### config.mk
export PLATFORM = sky130hd
export DESIGN_NAME = if_prefetch_unit
export DESIGN_NICKNAME = d
export VERILOG_FILES = /design/src/rtl/ifetch_pkg.sv /design/src/rtl/if_fifo.sv /design/src/rtl/if_prefetch_unit.sv
export SDC_FILE = /design/constraint.sdc
export NUM_CORES = 1
export LEC_CHECK = 0
export ABC_CLOCK_PERIOD_IN_PS = 5430
export BUFFER_PORTS_ARGS = -buffer_cell sky130_fd_sc_hd__buf_2
export CAP_MARGIN = 20
export CORE_MARGIN = 2
export CORE_UTILIZATION = 57
export DETAILED_ROUTE_END_ITERATION = 7
export HOLD_SLACK_MARGIN = 0.15
export PLACE_DENSITY = 0.79
export SLEW_MARGIN = 20
export SYNTH_ARGS = -nofsm -noshare
export SYNTH_HDL_FRONTEND = slang
export SYNTH_SLANG_ARGS = --single-unit
export TNS_END_PERCENT = 20
### constraint.sdc
create_clock -name clk -period 5.43 [get_ports clk]
set_input_delay 0 -clock clk [delete_from_list [all_inputs] [get_ports clk]]
set_output_delay 0 -clock clk [all_outputs]
set_load 0.05 [all_outputs]
### src/rtl/ifetch_pkg.sv
// ---------------------------------------------------------------------------
// ifetch_pkg
// Shared widths, PC increment and the FIFO entry type for the instruction
// fetch front end (if_prefetch_unit and its if_fifo).
// ---------------------------------------------------------------------------
package ifetch_pkg;

  localparam int INSTR_W = 32;
  localparam int ADDR_W  = 32;

  localparam logic [ADDR_W-1:0] PC_INC = 32'd4;

  typedef struct packed {
    logic [INSTR_W-1:0] instr;
    logic [ADDR_W-1:0]  pc;
  } fetch_entry_t;

endpackage

### src/rtl/if_fifo.sv
// ---------------------------------------------------------------------------
// if_fifo
// Synchronous FIFO of fetch entries with flush.
// Ports:
//   clk, reset      clock, synchronous active-low reset
//   flush           empties the FIFO; beats push and pop in the same cycle
//   push, push_data write one entry (taken when not full, or when popping)
//   pop             remove the head entry (ignored when empty)
//   head            current head entry (only meaningful when !empty)
//   empty           no entries held
//   count           number of entries held, 0..DEPTH
// ---------------------------------------------------------------------------
module if_fifo
  import ifetch_pkg::*;
#(
  parameter int DEPTH = 4
) (
  input  logic                   clk,
  input  logic                   reset,
  input  logic                   flush,
  input  logic                   push,
  input  fetch_entry_t           push_data,
  input  logic                   pop,
  output fetch_entry_t           head,
  output logic                   empty,
  output logic [$clog2(DEPTH):0] count
);

  localparam int PW = $clog2(DEPTH);

  // Pointers carry one extra wrap bit so full and empty are distinguishable.
  logic [PW:0]  wr_ptr;
  logic [PW:0]  rd_ptr;
  logic         full;
  logic         do_push;
  logic         do_pop;
  fetch_entry_t mem [DEPTH];

  assign count   = wr_ptr - rd_ptr;
  assign empty   = (wr_ptr == rd_ptr);
  assign full    = (wr_ptr[PW] != rd_ptr[PW]) && (wr_ptr[PW-1:0] == rd_ptr[PW-1:0]);
  assign do_pop  = pop && !empty && !flush;
  // A full FIFO still accepts a push when the head leaves in the same cycle.
  assign do_push = push && !flush && (!full || do_pop);
  assign head    = mem[rd_ptr[PW-1:0]];

  always_ff @(posedge clk) begin
    if (!reset || flush) begin
      wr_ptr <= '0;
      rd_ptr <= '0;
    end else begin
      if (do_push) wr_ptr <= wr_ptr + 1'b1;
      if (do_pop)  rd_ptr <= rd_ptr + 1'b1;
    end
  end

  // Storage is not reset; the pointers alone define which slots are live.
  always_ff @(posedge clk) begin
    if (do_push && reset) mem[wr_ptr[PW-1:0]] <= push_data;
  end

endmodule

### src/rtl/if_prefetch_unit.sv
// ---------------------------------------------------------------------------
// if_prefetch_unit
// Instruction fetch front end feeding decode. Issues sequential word fetches
// over a valid/ready request channel, collects in-order responses into a
// prefetch FIFO and presents {instr, pc, pc+4} to decode under stall_d.
// A redirect flushes buffered entries and marks in-flight fetches for drop.
// Optional build macro: IFETCH_PERF_CNT_EN adds perf_fetch_cnt,
// perf_drop_cnt and perf_starve_cnt outputs.
// Ports:
//   clk, reset                         clock, synchronous active-low reset
//   imem_req_valid/ready/addr          fetch request channel
//   imem_rsp_valid/data                in-order fetch responses, never stalled
//   redirect_valid, redirect_pc        branch/jump redirect from decode
//   stall_d                            decode stall, holds the head entry
//   instr_valid_d, instr_d, pc_d,
//   pc_plus4_d                         head entry to decode (0 when invalid)
// ---------------------------------------------------------------------------
module if_prefetch_unit
  import ifetch_pkg::*;
#(
  parameter logic [ADDR_W-1:0] RESET_PC        = 32'h0000_0000,
  parameter int                DEPTH           = 4,
  parameter int                MAX_OUTSTANDING = 2
) (
  input  logic               clk,
  input  logic               reset,
  output logic               imem_req_valid,
  input  logic               imem_req_ready,
  output logic [ADDR_W-1:0]  imem_req_addr,
  input  logic               imem_rsp_valid,
  input  logic [INSTR_W-1:0] imem_rsp_data,
  input  logic               redirect_valid,
  input  logic [ADDR_W-1:0]  redirect_pc,
  input  logic               stall_d,
  output logic               instr_valid_d,
  output logic [INSTR_W-1:0] instr_d,
  output logic [ADDR_W-1:0]  pc_d,
  output logic [ADDR_W-1:0]  pc_plus4_d
`ifdef IFETCH_PERF_CNT_EN
  ,
  output logic [31:0]        perf_fetch_cnt,
  output logic [31:0]        perf_drop_cnt,
  output logic [31:0]        perf_starve_cnt
`endif
);

  // Counter width covers occupancy plus outstanding without overflow.
  localparam int CW = $clog2(DEPTH + 1) + 1;

  logic [ADDR_W-1:0]      fetch_pc;
  logic [ADDR_W-1:0]      rsp_pc;
  logic [ADDR_W-1:0]      target_pc;
  logic [CW-1:0]          outstanding;
  logic [CW-1:0]          outstanding_next;
  logic [CW-1:0]          drop_cnt;
  logic [CW-1:0]          live_slots;
  logic [$clog2(DEPTH):0] fifo_count;
  logic                   fifo_empty;
  logic                   fifo_push;
  logic                   fifo_pop;
  logic                   req_fire;
  logic                   dropping;
  fetch_entry_t           fifo_head;
  fetch_entry_t           push_entry;

  assign target_pc = redirect_pc & ~32'h3;

  // Slots already promised: buffered entries plus responses still to be kept.
  assign live_slots = CW'(fifo_count) + outstanding - drop_cnt;

  // No request while reset is held, so nothing is accepted that would be lost.
  assign imem_req_valid = reset && !redirect_valid
                          && (outstanding < CW'(MAX_OUTSTANDING))
                          && (live_slots < CW'(DEPTH));
  assign imem_req_addr  = fetch_pc;
  assign req_fire       = imem_req_valid && imem_req_ready;

  assign outstanding_next = outstanding + CW'(req_fire) - CW'(imem_rsp_valid);

  assign dropping   = imem_rsp_valid && (drop_cnt != '0);
  assign fifo_push  = imem_rsp_valid && (drop_cnt == '0) && !redirect_valid;
  assign fifo_pop   = instr_valid_d && !stall_d;
  assign push_entry = '{instr: imem_rsp_data, pc: rsp_pc};

  always_ff @(posedge clk) begin
    if (!reset) begin
      fetch_pc    <= RESET_PC;
      rsp_pc      <= RESET_PC;
      outstanding <= '0;
      drop_cnt    <= '0;
    end else begin
      outstanding <= outstanding_next;
      if (redirect_valid) begin
        fetch_pc <= target_pc;
        rsp_pc   <= target_pc;
        // Everything still in flight after this edge belongs to the old path.
        drop_cnt <= outstanding_next;
      end else begin
        if (req_fire)  fetch_pc <= fetch_pc + PC_INC;
        if (fifo_push) rsp_pc   <= rsp_pc + PC_INC;
        if (dropping)  drop_cnt <= drop_cnt - 1'b1;
      end
    end
  end

  if_fifo #(
    .DEPTH (DEPTH)
  ) u_fifo (
    .clk       (clk),
    .reset     (reset),
    .flush     (redirect_valid),
    .push      (fifo_push),
    .push_data (push_entry),
    .pop       (fifo_pop),
    .head      (fifo_head),
    .empty     (fifo_empty),
    .count     (fifo_count)
  );

  assign instr_valid_d = !fifo_empty;
  assign instr_d       = instr_valid_d ? fifo_head.instr : '0;
  assign pc_d          = instr_valid_d ? fifo_head.pc : '0;
  assign pc_plus4_d    = instr_valid_d ? (fifo_head.pc + PC_INC) : '0;

`ifdef IFETCH_PERF_CNT_EN
  always_ff @(posedge clk) begin
    if (!reset) begin
      perf_fetch_cnt  <= '0;
      perf_drop_cnt   <= '0;
      perf_starve_cnt <= '0;
    end else begin
      // A head entry flushed by a redirect is not delivered.
      if (fifo_pop && !redirect_valid)   perf_fetch_cnt  <= perf_fetch_cnt + 32'd1;
      if (imem_rsp_valid && !fifo_push)  perf_drop_cnt   <= perf_drop_cnt + 32'd1;
      if (!instr_valid_d && !stall_d)    perf_starve_cnt <= perf_starve_cnt + 32'd1;
    end
  end
`endif

endmodule

[Yosys cells after proc, flatten, opt, wreduce, memory -nomap -nowiden]
Memory sizes are Yosys's and may differ from the RTL's. A register that Yosys moved wholly into a read port is not among the register bits.
Index checks and enable logic that the tools add are counted.
Word-level totals
  flip-flop bits (word level): 78
  bits in latches: 0
  RAM bits: 256
  memory bits (read-only): 0
  input bits: 70
  output and inout bits: 130
  word-level logic and storage cells: 66
  memories kept: 1
Cells by class
  add/subtract/negate cells: 11
  $mul: 0
  divide/modulo/power cells: 0
  $lt $le $gt $ge: 2
  equality and inequality tests: 3
  shift-type cells: 0
  multiplexer cells: 13
  bitwise gates (word level): 1
  reductions and logical operators: 27
Memory list
  u_fifo.mem: depth 4, bits a word 64, rd ports 1, clocked after memory_dff 1, wr ports 1, RTL line if_fifo.sv:37  | fetch_entry_t mem [DEPTH];
Operators with widths (number)
  two-way mux 32 bit: 7
  adder 32 x 3 -> 32 bit (second input constant): 3
  logical AND 1 bit: 14
  two-way mux 4 bit: 2
  adder 3 x 1 -> 3 bit (second input constant): 2
  nonzero test 2 bit: 3
  logical NOT 1 bit: 5
  adder 3 x 4 -> 4 bit: 1
  adder 4 x 1 -> 4 bit: 1
  logical NOT 4 bit: 1
  < comparator 4 x 2 -> 1 bit (second input constant): 1
  < comparator 4 x 3 -> 1 bit (second input constant): 1
  two-way mux 2 bit: 2
  nonzero test 4 bit: 1
  subtractor 4 x 1 -> 4 bit: 1
  subtractor 4 x 1 -> 4 bit (second input constant): 1
  subtractor 4 bit: 1
  equality test 3 bit: 1
  subtractor 3 bit: 1
  equality test 2 bit: 1
  logical OR 1 bit: 2
  two-way mux 1 bit: 2
  OR reduction 2 bit: 1
  inequality test 1 bit: 1
  NOT 1 bit: 1

[Depth between registers and ports, before layout]
Gate-level depths: netlist of run 1.
  word-level depth: 10
  mapped depth: 17
  depth with buffers taken out: 17

[By module]
From an unflattened synthesis of run 1, not the netlist that was laid out.
Second synthesis, totals
  cells, all modules: 1102
  area total of the unflattened synthesis: 15095.7 µm²
Modules (own cells, without submodules)
  if_fifo: times used 1, cells an instance 398, area an instance 9764.4 µm², sequential area each 7847.5 µm²
  if_prefetch_unit: times used 1, cells an instance 704, area an instance 5331.4 µm², sequential area each 1361.3 µm²

[Worst setup path after synthesis of run 1]
No wires, ideal clock.
  path type: register to register
  start: register u_fifo.wr_ptr[0]
  end: register drop_cnt[2]
  library setup time: 0.086 ns
  data arrival time: 4.018 ns
  required time: 5.344 ns
  slack: 1.327 ns
  cell stages (with the launch flop): 18
  buffers on the path: 0
  period minus slack after synthesis: 4.103 ns
  path through: dfxtp_1 > inv_1 > ha_1 > fa_1 > fa_1 > inv_1 > ha_1 > and3b_1 > or3_1 > o22ai_2 > nand3_2 > ha_1 > inv_1 > ha_1 > fa_1 > xor2_1 > nor2_1 > a211oi_1
On the way
  longest elaborated chain between the ends: 9
Ends and longest elaborated chain
  start, declared: RTL line if_fifo.sv:32  | logic [PW:0] wr_ptr;
  start signal, assigned: RTL line if_fifo.sv:52  | if (do_push) wr_ptr <= wr_ptr + 1'b1;
  subtractor 3 bit: RTL line if_fifo.sv:39  | assign count = wr_ptr - rd_ptr;
  adder 3 x 4 -> 4 bit: RTL line if_prefetch_unit.sv:69  | assign live_slots = CW'(fifo_count) + outstanding - drop_cnt;
  subtractor 4 bit: RTL line if_prefetch_unit.sv:69
  < comparator 4 x 3 -> 1 bit: RTL line if_prefetch_unit.sv:74  | && (live_slots < CW'(DEPTH));
  logical AND 1 bit: RTL line if_prefetch_unit.sv:74
  logical AND 1 bit: RTL line if_prefetch_unit.sv:76  | assign req_fire = imem_req_valid && imem_req_ready;
  adder 4 x 1 -> 4 bit: RTL line if_prefetch_unit.sv:78  | assign outstanding_next = outstanding + CW'(req_fire) - CW'(imem_rsp_valid);
  subtractor 4 x 1 -> 4 bit: RTL line if_prefetch_unit.sv:78
  two-way mux 4 bit: RTL line if_prefetch_unit.sv:93  | if (redirect_valid) begin
  end signal, assigned: RTL line if_prefetch_unit.sv:97  | drop_cnt <= outstanding_next;
  end signal, assigned: RTL line if_prefetch_unit.sv:101  | if (dropping) drop_cnt <= drop_cnt - 1'b1;
  end, declared: RTL line if_prefetch_unit.sv:55  | logic [CW-1:0] drop_cnt;
Every way passes these cells.
A chain may end at the register's enable or synchronous reset.

[Worst setup path in the final report of run 1]
Same ends and word-level chain as after synthesis.

==> metrics.txt, run 1 <==
number of I/O port buffers=191; Max Fclk=215 MHz; placed cell area=15500 µm²; commonest non-fill, non-tap cell in the layout=edfxtp_1; GRT overflow=0; clock skew=0.00763 ns; maxcap violations=0; Critical Path RT=5.85 ns; largest net degree at the start of global routing=95; endpoints failing setup=0; Hold Vio Cnt, Final=0; Slew headroom=37.8%; worst hold-check path type=input port to flop; synthesis-to-finish area growth=21.7%; placer congestion estimate=0.855; setup slack after layout=0.782 ns; CP cell instances=inv_1 > ha_1 > fa_1 > fa_1 > inv_1 > ha_1 > and3b_1 > or3_1 > o22ai_2 > buf_4 > nand3_2 > ha_1 > inv_1 > ha_1 > fa_1 > xor2_1 > nor2_1 > a211oi_1; post-DR wirelength/cell=19.6 µm; Arr. time, crit path=5.07 ns; syn avg cell area=14.2 µm²; Highest Signal Layer=met4; total track usage=24.2%; crit path launch type=flop; met3 WL=2460 µm; status=complete, no violations; vias in the first global route=9162; Primary FF master, synth=edfxtp_1; Post-Syn Instances=1002; CTS sink count=324; Pwr Density=343 nW/µm²; Starting Density=58.4%; top post-synthesis cells by area=edfxtp_1 (52%), dfxtp_1 (11%), mux4_2 (9.3%), xor2_1 (3.5%), nor2b_1 (2.5%); #FFs+latches synth=324; vias=9285; Least-Margin Pin Slew=0.933 ns; Clk Tree Root Cell=clkbuf_16; core footprint=24400 µm²; synth unique cells=55; clock buffer depth=3; share of layout cells above drive strength 1=25.8%; minimum clock period=4.65 ns; number of synthesized flops with an enable pin=248; commonest cells after routing, fill and taps aside=edfxtp_1 (248), buf_2 (191), dfxtp_1 (74), dlygate4sd3_1 (74), nor2_1 (67); FFs w/ async S/R, synth=0%; clock-pin slew on the worst setup and hold paths=0.06 ns; Die Height=162 µm; critical-path maximum fanout=21; Final period util=85.6%; Resized Gates After CTS=0; Static Leak=6.24 nW; 1st-pass router iterations=6; met1 WL=13400 µm; # fillers=1591; met2 WL=15300 µm; RSZ-0062 raised after global routing=no; Setup Crit Path Kind=flop to flop; worst IR drop on VDD=0.194 mV; Setup WS pre-CTS=0.815 ns; CTS H-tree depth=2; # rows=57; CP max stage cell=fa_1; io pins=200; DP HPWL=19500 µm; initial DRC count=787; n_diodes=0; CTS tree=yes; Routed WL=31700 µm; die width=162 µm; nets=1361; ANT nets after route=0; drt drc=0; most frequent CP cell=ha_1; Worst-Skew Late Latency=0.50 ns; antenna violations before repair=0; Max Slew Vio Count=0; Yosys top cell by area=edfxtp_1; yosys warns=0; Synth top area share=52.3%; Vias per Instance=5.75; Die Footprint=26300 µm²; setup TNS=0 ns; Critical Path End Type=flop; CTS buffer count=34; post-synthesis sequential area ratio=63.0%; post-synthesis cell area=14200 µm²; post-route design area=17300 µm²; slowest stage delay, CP=0.49 ns; first-pass GRT wire length=49500 µm
-- through the flow --
| step | power (mW) | hold WS [ns] | utilization (%) | instances |
|---|---|---|---|---|
| global route | 6.16 | 0.239 | 71.1 | 1615 |
| global placement | 3.69 | 0.215 | 63.5 | 1480 |
| floorplan | 3.51 | 0.0989 | - | 1007 |
| finish | 5.95 | 0.244 | 71.1 | 1615 |
| CTS | 5.98 | 0.230 | 71.0 | 1614 |
| detailed placement | 3.72 | 0.217 | 63.5 | 1480 |
-- worst paths after layout --
| path | depth (start not counted) | endpoint | slack (ns) | from |
|---|---|---|---|---|
| max | 18 | drop_cnt[2] | 0.78 | u_fifo.wr_ptr[0] |
| min | 2 | u_fifo.mem[0][59] | 0.24 | imem_rsp_data[27] |
| max reg2reg | 18 | drop_cnt[2] | 0.78 | u_fifo.wr_ptr[0] |
| min reg2reg | 2 | imem_req_addr[16] | 0.52 | imem_req_addr[16] |
-- cells by family after synthesis --
| logic type | synth area share, % |
|---|---|
| DFF | 63.0 |
| and+or+nand+nor | 11.9 |
| AOI/OAI and AO/OA | 4.46 |
| xor gates and xnor gates | 5.39 |
| buffers and inverters | 2.76 |
| muxes | 10.2 |
| adders and majority gates | 2.32 |
| other | 0.0263 |
-- critical path: cells and delay by family (launching register included) --
family,cells,cell delay [ns]
compound gates,2,0.36
xor+xnor,1,0.18
fa+ha+maj,7,2.36
buf+inv,4,0.47
flops,1,0.40
simple gates,4,0.79
-- cells in the mapped netlist, types with 6 or more instances --
cell and number:
a21oi_1 60, a31oi_1 7, and2_1 7, and3_1 18, and4_1 6, buf_2 10
buf_4 9, clkbuf_1 30, dfxtp_1 76, edfxtp_1 248, ha_1 20, inv_1 29
mux2i_1 6, mux4_2 59, nand2_1 32, nand3_1 28, nand4_1 37, nor2_1 68
nor2b_1 58, nor3_1 7, o21ai_0 39, or3_1 7, xnor2_1 28, xor2_1 57
-- sequential cells by signal (all words and copies together), names as in the netlist, named ones only --
name,count
u_fifo.rd_ptr,3
outstanding,4
drop_cnt,4
u_fifo.mem,248
imem_req_addr,30
rsp_pc,30
u_fifo.wr_ptr,3
-- routing by layer --
layer	vias up	track usage [%]
met4	0	5.59
met3	50	4.32
met2	432	39.9
li1	4295	-
met5	-	0
met1	4508	34.0
-- power by group --
| group | switching (mW) | leakage, nW | total [mW] | internal [mW] |
|---|---|---|---|---|
| Clock | 0.906 | 0.516 | 2.23 | 1.33 |
| Sequential | 0.0855 | 2.88 | 2.84 | 2.76 |
| Combinational | 0.563 | 2.85 | 0.877 | 0.314 |
| Total | 1.55 | 6.24 | 5.95 | 4.40 |
-- layout make-up --
class,instances,area [µm²],area share [%]
Clock buffer,43,906,5.23
Clock inverter,17,166,0.960
Inverter,29,109,0.628
Multi-Input combinational cell,600,4910,28.3
Sequential cell,324,8970,51.8
Tap cell,324,405,2.34
Timing Repair Buffer,278,1860,10.8
-- what timing repair did --
| action | 4_1_cts | 5_1_grt |
|---|---|---|
| hold buffers | 74 | 0 |
| buffers inserted | 0 | 0 |
| hold endpoints to repair | 201 | 0 |
Power figures use the tool's default switching activity.
==> run 2: changes to the inputs <==
--- a/config.mk
+++ b/config.mk
@@ -12,7 +12,7 @@
 export CORE_UTILIZATION = 57
 export DETAILED_ROUTE_END_ITERATION = 7
 export HOLD_SLACK_MARGIN = 0.15
-export PLACE_DENSITY = 0.79
+export PLACE_DENSITY = 0.82
 export SLEW_MARGIN = 20
 export SYNTH_ARGS = -nofsm -noshare
 export SYNTH_HDL_FRONTEND = slang
==> metrics.txt, run 2 (synthesis results as in run 1) <==
status=complete, no violations; worst hold-check path type=input port to flop; endpoints failing setup=0 (unchanged); drt drc=0 (unchanged); 1st-pass router iterations=6 (unchanged); CP max stage cell=fa_1; R2R depth=17 (-1); Slew headroom=33.6% (-4.2 points); ANT nets after route=0 (unchanged); Die Height=162 µm (unchanged); Max Fclk=226 MHz (+4.8%); commonest cells after routing, fill and taps aside=edfxtp_1 (248), buf_2 (191), dfxtp_1 (74), dlygate4sd3_1 (73), nor2_1 (67); clock-pin slew on the worst setup and hold paths=0.06 ns (about the same); core footprint=24400 µm² (unchanged); Final period util=81.7% (-3.9 points); total track usage=24.2% (+0.036 points); Least-Margin Pin Slew=0.996 ns (+0.0629 ns); CTS H-tree depth=2 (unchanged); hold_sp=imem_rsp_data[3]; setup TNS=0 ns (unchanged); CTS sink count=324 (unchanged); Setup Fix Bufs, Post-CTS=0 (unchanged); Arr. time, crit path=4.84 ns (-0.23 ns); nets=1361 (unchanged); Vias per Instance=5.84 (+1.5%); io pins=200 (unchanged); antenna violations before repair=0 (unchanged); Static Leak=6.27 nW (+0.35%); Routed WL=32000 µm (+0.92%); crit path launch type=flop; Pwr Density=348 nW/µm² (+1.3%); Critical Path End Type=flop; Worst-Skew Late Latency=0.49 ns (about the same); clock skew=0.0112 ns (+0.00353 ns); most frequent CP cell=ha_1; worst hold path endpoint=u_fifo.mem[2][35]; reg-to-reg critical path endpoint=drop_cnt[2]; clock buffer depth=3 (unchanged); Largest register FFs=248 (unchanged); CTS buffer count=34 (unchanged); maxcap violations=0 (unchanged); hold_ws=0.265 ns (+0.0211 ns); worst IR drop on VDD=0.248 mV (+28%); FF-to-FF setup slack=1.0 ns (+0.21 ns); RSZ-0062 raised after global routing=no; Clk Tree Root Cell=clkbuf_16; Critical Path RT=5.84 ns (about the same); initial DRC count=837 (+6.4%); busiest grt layer=met2; share of layout cells above drive strength 1=25.9% (+0.13 points); number of I/O port buffers=191 (unchanged); M1 GR Usage=31.8% (-2.2 points); n_diodes=0 (unchanged); CP cell instances=inv_1 > ha_1 > fa_1 > fa_1 > inv_1 > ha_1 > and3b_1 > or3_1 > o22ai_2 > nand3_2 > ha_1 > inv_1 > ha_1 > fa_1 > xor2_1 > nor2_1 > a211oi_1; Die Footprint=26300 µm² (unchanged); slowest stage delay, CP=0.50 ns (about the same); critical-path maximum fanout=7 (-67%); GRT overflow=0 (unchanged); CTS tree=yes; largest net degree at the start of global routing=92 (-3.2%); R2R Path Start=u_fifo.wr_ptr[0]; DP HPWL=19700 µm (+1.2%); Starting Density=58.4% (unchanged); Max Slew Vio Count=0 (unchanged); Hold Vio Cnt, Final=0 (unchanged); first-pass GRT wire length=49500 µm (about the same); Hold Path Depth=2 (unchanged); M3 GR Usage=4.34% (+0.026 points); commonest non-fill, non-tap cell in the layout=edfxtp_1; die width=162 µm (unchanged); synthesis-to-finish area growth=21.7% (about the same); met2 GRT Util=42.0% (+2.1 points); Setup Crit Path Kind=flop to flop; placer congestion estimate=0.890 (+4.1%); post-DR wirelength/cell=19.8 µm (+0.86%); minimum clock period=4.43 ns (-0.214 ns); # rows=57 (unchanged); vias in the first global route=9344 (+2.0%); vias=9431 (+1.6%)
[run 2: cell count changes in the layout (fill, tap and decap cells not counted), sizes merged]
cell | before | now
clkbuf | 43 | 45
buf | 204 | 205
inv | 30 | 31
bufinv | 3 | 4
clkinvlp | 3 | 0
dlygate4sd3 | 74 | 73
[run 2: timing repair]
item,4_1_cts,5_1_grt
hold buffers,73,0
hold endpoints to repair,201,0
gates resized for setup,0,0
[run 2: worst max-delay path by stage]
| stage | startpoint | endpoint | depth (start not counted) |
|---|---|---|---|
| after floorplan | u_fifo.wr_ptr[0] | drop_cnt[2] | 17 |
| final | u_fifo.wr_ptr[0] | drop_cnt[2] | 17 |
| after CTS | u_fifo.wr_ptr[0] | drop_cnt[2] | 17 |
| after detailed placement | u_fifo.wr_ptr[0] | drop_cnt[2] | 17 |
| after global routing | u_fifo.wr_ptr[0] | drop_cnt[2] | 17 |
| after global placement | u_fifo.wr_ptr[0] | drop_cnt[2] | 17 |
[run 2: layout make-up]
cell class	count	area, µm²
inverters	29	109
fillers	1609	7060
flip-flops and latches	324	8970
multi-input cells	600	4910
clock buffers	45	933
well taps	324	405
clock inverters	16	181
repair buffers	278	1820
[run 2: worst max-delay path, delay by kind of cell, from the launching register on]
kind	cells	cell delay (ns)
xor+xnor	1	0.19
compound gates	2	0.43
simple gates	4	0.78
flops	1	0.40
fa+ha+maj	7	2.35
buf+inv	3	0.19
[run 2: where the power goes]
group          total [mW]  internal, mW  switching [mW]
registers            2.84          2.76          0.0853
clock network        2.30          1.40           0.896
logic               0.888         0.314           0.574
[run 2: stage by stage]
stage / cell area [µm²] / power (mW) / cells / setup slack [ns] / utilization (%)
final: 17300 / 6.03 / 1616 / 0.996 / 71.1
after global routing: 17300 / 6.23 / 1616 / 0.763 / 71.1
after CTS: 17300 / 6.05 / 1615 / 1.00 / 71.0
after detailed placement: 15500 / 3.72 / 1481 / 1.06 / 63.4
after global placement: 15500 / 3.69 / 1481 / 1.13 / 63.4
after floorplan: 14300 / 3.51 / 1007 / 1.33 / -
[run 2: layer usage]
layer  wire length [µm]  part of all wire [%]
met5                  0                     0
met4                711                   2.2
met3               2740                   8.6
met2              15900                    50
met1              12600                    39
==> run 3: changes to the inputs <==
--- a/config.mk
+++ b/config.mk
@@ -5,7 +5,7 @@
 export SDC_FILE = /design/constraint.sdc
 export NUM_CORES = 1
 export LEC_CHECK = 0
-export ABC_CLOCK_PERIOD_IN_PS = 5430
+export ABC_CLOCK_PERIOD_IN_PS = 4600
 export BUFFER_PORTS_ARGS = -buffer_cell sky130_fd_sc_hd__buf_2
 export CAP_MARGIN = 20
 export CORE_MARGIN = 2
==> constraint.sdc (replaced) <==
create_clock -name clk -period 4.6 [get_ports clk]
set_input_delay 0 -clock clk [delete_from_list [all_inputs] [get_ports clk]]
set_output_delay 0 -clock clk [all_outputs]
set_load 0.05 [all_outputs]
==> metrics.txt, run 3 (synthesis results as in run 1) <==
Hold Vio Cnt, Final=0 (unchanged); vias=9422 (-0.095%); largest net degree at the start of global routing=92 (unchanged); Slew headroom=40.6% (+7.0 points); commonest non-fill, non-tap cell in the layout=edfxtp_1; Final period util=94.1% (+12 points); Max Fclk=231 MHz (+2.4%); endpoints failing setup=0 (unchanged); Arr. time, crit path=4.78 ns (-0.06 ns); CTS buffer count=31 (-8.8%); 1st-pass router iterations=7 (+1); Routed WL=32200 µm (+0.50%); Starting Density=58.4% (unchanged); Largest register FFs=248 (unchanged); Worst-Skew Late Latency=0.54 ns (+0.05 ns); worst hold-check path type=input port to flop; # fillers=1601 (-0.50%); nets=1361 (unchanged); CTS sink count=324 (unchanged); ANT nets after route=0 (unchanged); met2 GRT Util=42.2% (+0.29 points); GRT overflow=0 (unchanged); minimum clock period=4.33 ns (-0.106 ns); Die Height=162 µm (unchanged); Least-Margin Pin Slew=0.891 ns (-0.105 ns); clock buffer depth=3 (unchanged); initial DRC count=1085 (+30%); Vias per Instance=5.83 (about the same); status=complete, no violations; vias in the first global route=9369 (+0.27%); critical-path maximum fanout=7 (unchanged); commonest cells after routing, fill and taps aside=edfxtp_1 (248), buf_2 (191), dfxtp_1 (73), dlygate4sd3_1 (73), nor2_1 (67); n_diodes=0 (unchanged); crit path launch type=flop; Pwr Density=400 nW/µm² (+15%); Finished Core Util=70.8% (-0.23 points); number of I/O port buffers=191 (unchanged); Static Leak=6.24 nW (-0.40%); DP HPWL=20600 µm (+4.7%); # rows=57 (unchanged); total track usage=24.3% (+0.15 points); Final Total Pwr=6.92 mW (+15%); RSZ-0062 raised after global routing=no; Critical Path RT=5.05 ns (-0.79 ns); io pins=200 (unchanged); die width=162 µm (unchanged); worst IR drop on VDD=0.271 mV (+9.0%); drt drc=0 (unchanged); M1 GR Usage=32.8% (+1.0 points); Max Slew Vio Count=0 (unchanged); Critical Path End Type=flop; core footprint=24400 µm² (unchanged); Setup Crit Path Kind=flop to flop; M3 GR Usage=3.52% (-0.82 points); clock skew=0.00962 ns (-0.00154 ns); busiest grt layer=met2; synthesis-to-finish area growth=21.4%; placer congestion estimate=0.877 (-1.5%); Clk Tree Root Cell=clkbuf_16; post-DR wirelength/cell=19.9 µm (+0.57%); CTS H-tree depth=1 (-1); maxcap violations=0 (unchanged); Die Footprint=26300 µm² (unchanged); CTS tree=yes; first-pass GRT wire length=50100 µm (+1.2%); share of layout cells above drive strength 1=26.6% (+0.72 points); antenna violations before repair=0 (unchanged); clock-pin slew on the worst setup and hold paths=0.06 ns (about the same); setup TNS=0 ns (unchanged)
-- run 3: cell type report --
cell class	instances	area [µm²]	area share (%)
flip-flops and latches	324	8970	51.9
multi-input cells	600	4920	28.5
repair buffers	281	1840	10.6
clock buffers	36	857	4.96
well taps	324	405	2.35
clock inverters	21	178	1.03
inverters	29	109	0.630
-- run 3: power breakdown --
| part | internal (mW) | switching [mW] |
|---|---|---|
| logic | 0.372 | 0.674 |
| clock network | 1.45 | 1.07 |
| registers | 3.25 | 0.102 |
| total | 5.07 | 1.84 |
-- run 3: repair_timing --
action,CTS,global route
buffers inserted,0,0
resized for setup,0,2
hold buffers,73,0
endpoints found under the hold margin,204,0
endpoints found under the setup margin,0,2
-- run 3: stage by stage --
| stage | std cells | hold WS (ns) | cell area, µm² | worst slack (ns) |
|---|---|---|---|---|
| 6_report | 1615 | 0.218 | 17300 | 0.272 |
| 2_1_floorplan | 1007 | 0.0989 | 14300 | 0.497 |
| 3_5_place_dp | 1485 | 0.221 | 15500 | 0.163 |
| 3_3_place_gp | 1485 | 0.216 | 15500 | 0.331 |
| 5_1_grt | 1615 | 0.206 | 17300 | 0.00961 |
| 4_1_cts | 1615 | 0.199 | 17300 | 0.110 |
-- run 3: worst paths after layout --
kind | startpoint | end | slack, ns | depth (start not counted)
worst max-delay path | u_fifo.wr_ptr[0] | drop_cnt[2] | 0.27 | 17
worst min-delay path | imem_rsp_data[23] | u_fifo.mem[3][55] | 0.22 | 2
worst max register to register | u_fifo.wr_ptr[0] | drop_cnt[2] | 0.27 | 17
worst min register to register | imem_req_addr[18] | imem_req_addr[18] | 0.54 | 2
-- run 3: routing by layer --
layer	vias up	share of wire, %
met5	-	0
met4	0	1.8
met3	46	7.9
met2	495	50
met1	4587	40
li1	4294	-
-- run 3: worst max-delay path, stage by stage, from the launching register on --
cell,delay [ns]
dfxtp_2,0.36
inv_1,0.09
ha_1,0.20
fa_1,0.48
fa_1,0.50
inv_1,0.05
ha_1,0.28
and3b_1,0.19
or3_1,0.34
o22ai_2,0.26
nand3_4,0.14
ha_1,0.30
inv_1,0.05
ha_1,0.20
fa_1,0.38
xor2_1,0.17
nor2_1,0.06
a211oi_1,0.20
